==> src/rtl/alu_share_arbiter.sv <==
// Two-requester front end for the shared ALU. A granted op's result appears in its response slot one cycle later.
// A slot that is full and not being drained blocks further grants to its requester.
module alu_share_arbiter #(
   parameter int WIDTH = 32,
   parameter bit RR_EN = 1'b1
) (
   input  logic             clk,
   input  logic             rst,
   input  logic             req0_valid,
   output logic             req0_ready,
   input  logic [3:0]       req0_op,
   input  logic [WIDTH-1:0] req0_a,
   input  logic [WIDTH-1:0] req0_b,
   input  logic             req1_valid,
   output logic             req1_ready,
   input  logic [3:0]       req1_op,
   input  logic [WIDTH-1:0] req1_a,
   input  logic [WIDTH-1:0] req1_b,
   output logic [WIDTH-1:0] alu_a,
   output logic [WIDTH-1:0] alu_b,
   output logic [3:0]       alu_op,
   input  logic [WIDTH-1:0] alu_result,
   input  logic [3:0]       alu_flags,
   output logic             rsp0_valid,
   input  logic             rsp0_ready,
   output logic [WIDTH-1:0] rsp0_result,
   output logic [3:0]       rsp0_flags,
   output logic             rsp0_err,
   output logic             rsp1_valid,
   input  logic             rsp1_ready,
   output logic [WIDTH-1:0] rsp1_result,
   output logic [3:0]       rsp1_flags,
   output logic             rsp1_err,
   output logic [7:0]       busy_cnt
);
   typedef enum logic {EMPTY = 1'b0, FULL = 1'b1} slot_e;

   slot_e            slot0_q, slot0_d, slot1_q, slot1_d;
   logic [WIDTH-1:0] res0_q, res0_d, res1_q, res1_d;
   logic [3:0]       flg0_q, flg0_d, flg1_q, flg1_d;
   logic             err0_q, err0_d, err1_q, err1_d;
   logic             last_q, last_d;
   logic [7:0]       busy_q, busy_d;

   logic             elig0, elig1, gnt0, gnt1, sel_legal;
   logic [3:0]       sel_op;
   logic [WIDTH-1:0] sel_a, sel_b, cap_res;
   logic [3:0]       cap_flags;

   function automatic logic op_legal(input logic [3:0] op);
      case (op)
         4'b0000, 4'b1001, 4'b0111, 4'b0110, 4'b0100,
         4'b0001, 4'b0101, 4'b1101, 4'b0010, 4'b0011: op_legal = 1'b1;
         default:                                      op_legal = 1'b0;
      endcase
   endfunction

   always_comb begin : arb
      // A full slot being drained this cycle can be refilled in the same cycle.
      elig0 = !rst && req0_valid && (slot0_q == EMPTY || rsp0_ready);
      elig1 = !rst && req1_valid && (slot1_q == EMPTY || rsp1_ready);
      // last_q=1 means req1 won last time, so req0 wins a tie.
      gnt0  = elig0 && (!elig1 || !RR_EN || last_q);
      gnt1  = elig1 && !gnt0;

      sel_op    = gnt1 ? req1_op : req0_op;
      sel_a     = gnt1 ? req1_a  : req0_a;
      sel_b     = gnt1 ? req1_b  : req0_b;
      sel_legal = op_legal(sel_op);

      alu_op = 4'b0000;
      alu_a  = '0;
      alu_b  = '0;
      if ((gnt0 || gnt1) && sel_legal) begin
         alu_op = sel_op;
         alu_a  = sel_a;
         alu_b  = sel_b;
      end

      cap_res   = sel_legal ? alu_result : '0;
      cap_flags = sel_legal ? alu_flags  : 4'b1000;
   end

   always_comb begin : nxt
      slot0_d = slot0_q;
      slot1_d = slot1_q;
      res0_d  = res0_q;
      res1_d  = res1_q;
      flg0_d  = flg0_q;
      flg1_d  = flg1_q;
      err0_d  = err0_q;
      err1_d  = err1_q;
      last_d  = last_q;
      busy_d  = busy_q;

      case (slot0_q)
         EMPTY:   if (gnt0) slot0_d = FULL;
         FULL:    if (!gnt0 && rsp0_ready) slot0_d = EMPTY;
         default: slot0_d = EMPTY;
      endcase
      case (slot1_q)
         EMPTY:   if (gnt1) slot1_d = FULL;
         FULL:    if (!gnt1 && rsp1_ready) slot1_d = EMPTY;
         default: slot1_d = EMPTY;
      endcase

      if (gnt0) begin
         res0_d = cap_res;
         flg0_d = cap_flags;
         err0_d = !sel_legal;
         last_d = 1'b0;
      end
      if (gnt1) begin
         res1_d = cap_res;
         flg1_d = cap_flags;
         err1_d = !sel_legal;
         last_d = 1'b1;
      end

      if (((req0_valid && !gnt0) || (req1_valid && !gnt1)) && busy_q != 8'hFF)
         busy_d = busy_q + 8'd1;
   end

   always_ff @(posedge clk) begin
      if (rst) begin
         slot0_q <= EMPTY;
         slot1_q <= EMPTY;
         res0_q  <= '0;
         res1_q  <= '0;
         flg0_q  <= 4'b0000;
         flg1_q  <= 4'b0000;
         err0_q  <= 1'b0;
         err1_q  <= 1'b0;
         last_q  <= 1'b1;
         busy_q  <= 8'd0;
      end else begin
         slot0_q <= slot0_d;
         slot1_q <= slot1_d;
         res0_q  <= res0_d;
         res1_q  <= res1_d;
         flg0_q  <= flg0_d;
         flg1_q  <= flg1_d;
         err0_q  <= err0_d;
         err1_q  <= err1_d;
         last_q  <= last_d;
         busy_q  <= busy_d;
      end
   end

   assign req0_ready  = gnt0;
   assign req1_ready  = gnt1;
   assign rsp0_valid  = (slot0_q == FULL);
   assign rsp1_valid  = (slot1_q == FULL);
   assign rsp0_result = res0_q;
   assign rsp1_result = res1_q;
   assign rsp0_flags  = flg0_q;
   assign rsp1_flags  = flg1_q;
   assign rsp0_err    = err0_q;
   assign rsp1_err    = err1_q;
   assign busy_cnt    = busy_q;
endmodule
==> config.mk <==
export PLATFORM = sky130hd
export DESIGN_NAME = alu_share_arbiter
export DESIGN_NICKNAME = d
export VERILOG_FILES = /design/src/rtl/alu_share_arbiter.sv
export SDC_FILE = /design/constraint.sdc
export NUM_CORES = 1
export LEC_CHECK = 0
export BUFFER_PORTS_ARGS = -buffer_cell sky130_fd_sc_hd__buf_2
export CORE_AREA = 4 4 128 130
export CTS_CLUSTER_DIAMETER = 150
export DETAILED_ROUTE_END_ITERATION = 8
export DIE_AREA = 0 0 132 134
export SYNTH_ARGS = -nofsm -noshare
export SYNTH_HDL_FRONTEND = slang
export SYNTH_SLANG_ARGS = --single-unit
==> constraint.sdc <==
create_clock -name clk -period 2.75 [get_ports clk]
set_input_delay 0.4125 -clock clk [delete_from_list [all_inputs] [get_ports clk]]
set_output_delay 0.4125 -clock clk [all_outputs]
set_load 0.05 [all_outputs]
==> flow_summary.yaml <==
power_and_ir_drop:
  p_seq_share_pct: 33.9
  p_int_mw: 2.49
  irDropWorstVdd_mv: 0.475
  power_density_nw_per_um2: 557
  pwr-share-clk_pct: 34.9
  sw_frac_of_total_pct: 36.0
  switching_power_mw: 1.40
  cellLeakagePower_nw: 3.16
  p_comb_share_pct: 31.3
  finalPower_mw: 3.88
cells_and_area:
  layout-drive-gt1-share_pct: 49.2
  fin_area_um2: 6970
  fill_cells: 1558
  fin_cells: 1075
  area_delta_synth_final_pct: 59.4
  nets: 1056
global_routing:
  grt_overflow: 0
  grt_max_degree: 100
  grtUsageMet2_pct: 36.1
  antenna_found_initial: 7
  grt_pass1_wl_um: 29700
  grtUsageTotal_pct: 20.7
  grt_pass1_vias: 5169
  grt_use_met1_pct: 25.0
  gr-max-usage-layer: "met2"
  grtUsageMet3_pct: 5.06
floorplanning:
  io-pin-count: 332
  start_util_pct: 28.9
  dieArea_um2: 17700
  rows: 45
  core_um2: 15100
  die_h_um: 134
  die_w_um: 132
timing:
  relSlewSlack_pct: 65.6
  holdWs_ns: 0.303
  setup_viol: 0
  hold_viol_final: 0
  worst_slew_pin_slew_ns: 0.517
  finalSetupTns_ns: 0
  slew_viol_final: 0
  finalCritPeriodShare_pct: 97.0
  fmax_mhz: 375
  fin_crit_ns: 2.67
  fin_worst_skew_ns: 0.00863
synth:
  syn_nets: 751
  yosys_warnings: 0
  ys_types: 37
  yosys-top-cells-area: "dfxtp_1, a21oi_1, o21ai_0"
  synth_ff_type: "dfxtp_1"
  yosysSeqAreaShare_pct: 38.9
  syn_avg_cell_area_um2: 7.65
  synth_area_um2: 4370
  synth_edf_count: 0
  yosys.area.top_type: "dfxtp_1"
  synthesis.instances: 572
  synth_top_area_share_pct: 38.9
  async_reset_ff_share_pct: 0
  ys_ff_latch: 85
setup_path:
  crit_chain: "nor2b_1 > buf_4 > buf_4 > a311o_2 > buf_12 > o21ai_0 > a21oi_2 > buf_2"
  crit_fanout: 71
  cp-end-kind: "output port"
  cp-start-kind: "flip-flop"
  arrival_ns: 2.26
  crit_top_cell: "buf_4"
  required_ns: 2.34
  crit_type: "reg2out"
  cp_slowest_cell: "a311o_2"
  critical_path.max_stage_delay_ns: 0.37
clocking:
  cts-root-buf: "clkbuf_16"
  cts_buffers: 9
  ctsHoldBuffers: 0
  worstSkewPairLatency_ns: 0.34
  cts_tree: "built"
  clkTransAtPathRegs_ns: 0.07
  cts_buffer_depth: 2
  clock_sinks: 85
  htreeDepth: 3
drt:
  wirelength_um: 20400
  route.vias.total: 5701
  firstDrtPassIters: 5
  drc: 0
  viasPerCell: 5.30
  drt_iter0_markers: 322
  ant_nets: 0
  wl_per_cell_um: 19.0
placed_design:
  place_inst: 1046
  postPlaceCellArea_um2: 6490
  hpwl_um: 14900
  gp_congestion: 0.875
  port_buffers: 331
min_path:
  hp-class: "in2reg"
run:
  cap_violations: 0
outcome:
  status: "finished, final reports clean"
-- worst paths after layout --
path              cells after the start  slack, ns                           end                          from
setup / recovery                      8       0.08                     alu_a[30]         rsp1_valid$_SDFF_PP0_
hold / removal                        2       0.30  rsp0_result[25]$_SDFFE_PP0P_                alu_result[25]
setup reg to reg                      8       0.55    rsp0_flags[3]$_SDFFE_PP0P_         rsp1_valid$_SDFF_PP0_
hold reg to reg                       1       0.47  rsp0_result[16]$_SDFFE_PP0P_  rsp0_result[16]$_SDFFE_PP0P_
-- state kept, by name (all words and copies together), names as in the netlist --
signal	count
rsp1_flags	4
rsp0_flags	4
rsp1_result	32
rsp0_result	32
last_q	1
rsp0_err	1
busy_cnt	8
rsp1_err	1
rsp1_valid	1
rsp0_valid	1
-- per-stage QoR --
| stage | setup WS [ns] | utilization (%) |
|---|---|---|
| after floorplan | -0.237 | - |
| after global placement | 0.200 | 42.9 |
| after detailed placement | 0.186 | 42.9 |
| after CTS | 0.0280 | 45.1 |
| after global routing | -0.0193 | 46.0 |
| final | 0.0821 | 46.0 |
-- critical path, delay by kind of cell (launching register included) --
| family | cells | cell delay (ns) |
|---|---|---|
| AOI/OAI and AO/OA | 3 | 0.75 |
| buffers and inverters | 4 | 0.72 |
| DFF | 1 | 0.30 |
| and+or+nand+nor | 1 | 0.12 |
-- logic make-up after synthesis --
| family | share of synthesized area, % |
|---|---|
| flops | 38.9 |
| mux | 0.515 |
| simple gates | 17.1 |
| compound gates | 36.1 |
| fa+ha+maj | 0.286 |
| buf+inv | 7.15 |
-- cells in the mapped netlist, types with 2 or more instances --
cell type  count
or3_1          2
inv_1          2
nand2b_1       3
nor2b_1        3
buf_2         19
clkbuf_1      50
mux2_2         2
nand4_1       37
nand3_1       70
o31ai_1        4
nor2_1         8
nand2_1        4
or4_1          3
buf_4          2
nor4_1         2
o21ai_0      107
dfxtp_1       85
a21oi_1      115
a22o_1        36
-- per-layer routing --
layer	up-vias	wire, um
met5	-	0
met4	0	531
met3	32	1550
met2	275	10200
met1	2626	8090
li1	2768	-
-- area by class of cell --
cell class	instances	area, um^2	area share (%)
Multi-Input combinational cell	412	2540	36.5
Timing Repair Buffer	366	2130	30.6
Sequential cell	85	1700	24.4
Clock buffer	10	239	3.43
Tap cell	188	235	3.37
Clock inverter	6	93.8	1.35
Inverter	3	12.5	0.179
Antenna cell	5	12.5	0.179
-- power groups by stage --
stage | sequential [mW] | clock [mW] | combinational, mW
after floorplan | 1.53 | 0 | 0.585
after global placement | 1.34 | 0 | 1.17
after detailed placement | 1.34 | 0 | 1.17
after CTS | 1.32 | 1.39 | 1.18
after global routing | 1.32 | 1.45 | 1.29
final | 1.32 | 1.35 | 1.21
-- layout by cell type (no fill, tap or decap), types with 3 or more instances in the layout --
cell type | Yosys | final
a21oi_1 | 115 | 74
a21oi_2 | 0 | 41
a22o_1 | 36 | 36
buf_12 | 0 | 11
buf_2 | 19 | 321
buf_4 | 2 | 27
clkbuf_16 | 0 | 12
clkbuf_4 | 0 | 4
dfxtp_1 | 85 | 85
diode_2 | 0 | 5
nand2_1 | 4 | 4
nand2b_1 | 3 | 3
nand3_1 | 70 | 70
nand4_1 | 37 | 37
nor2_1 | 8 | 7
nor2b_1 | 3 | 3
o21ai_0 | 107 | 103
o21ai_1 | 0 | 4
o31ai_1 | 4 | 4
or4_1 | 3 | 3
-- what timing repair did --
item / in CTS / in global routing
resized for setup: 0 / 13
pin swaps: 1 / 2
endpoints found under the setup margin: 2 / 46
setup buffers: 0 / 5
cloned: 0 / 3
Note: power is estimated with default switching activity, not from simulation.
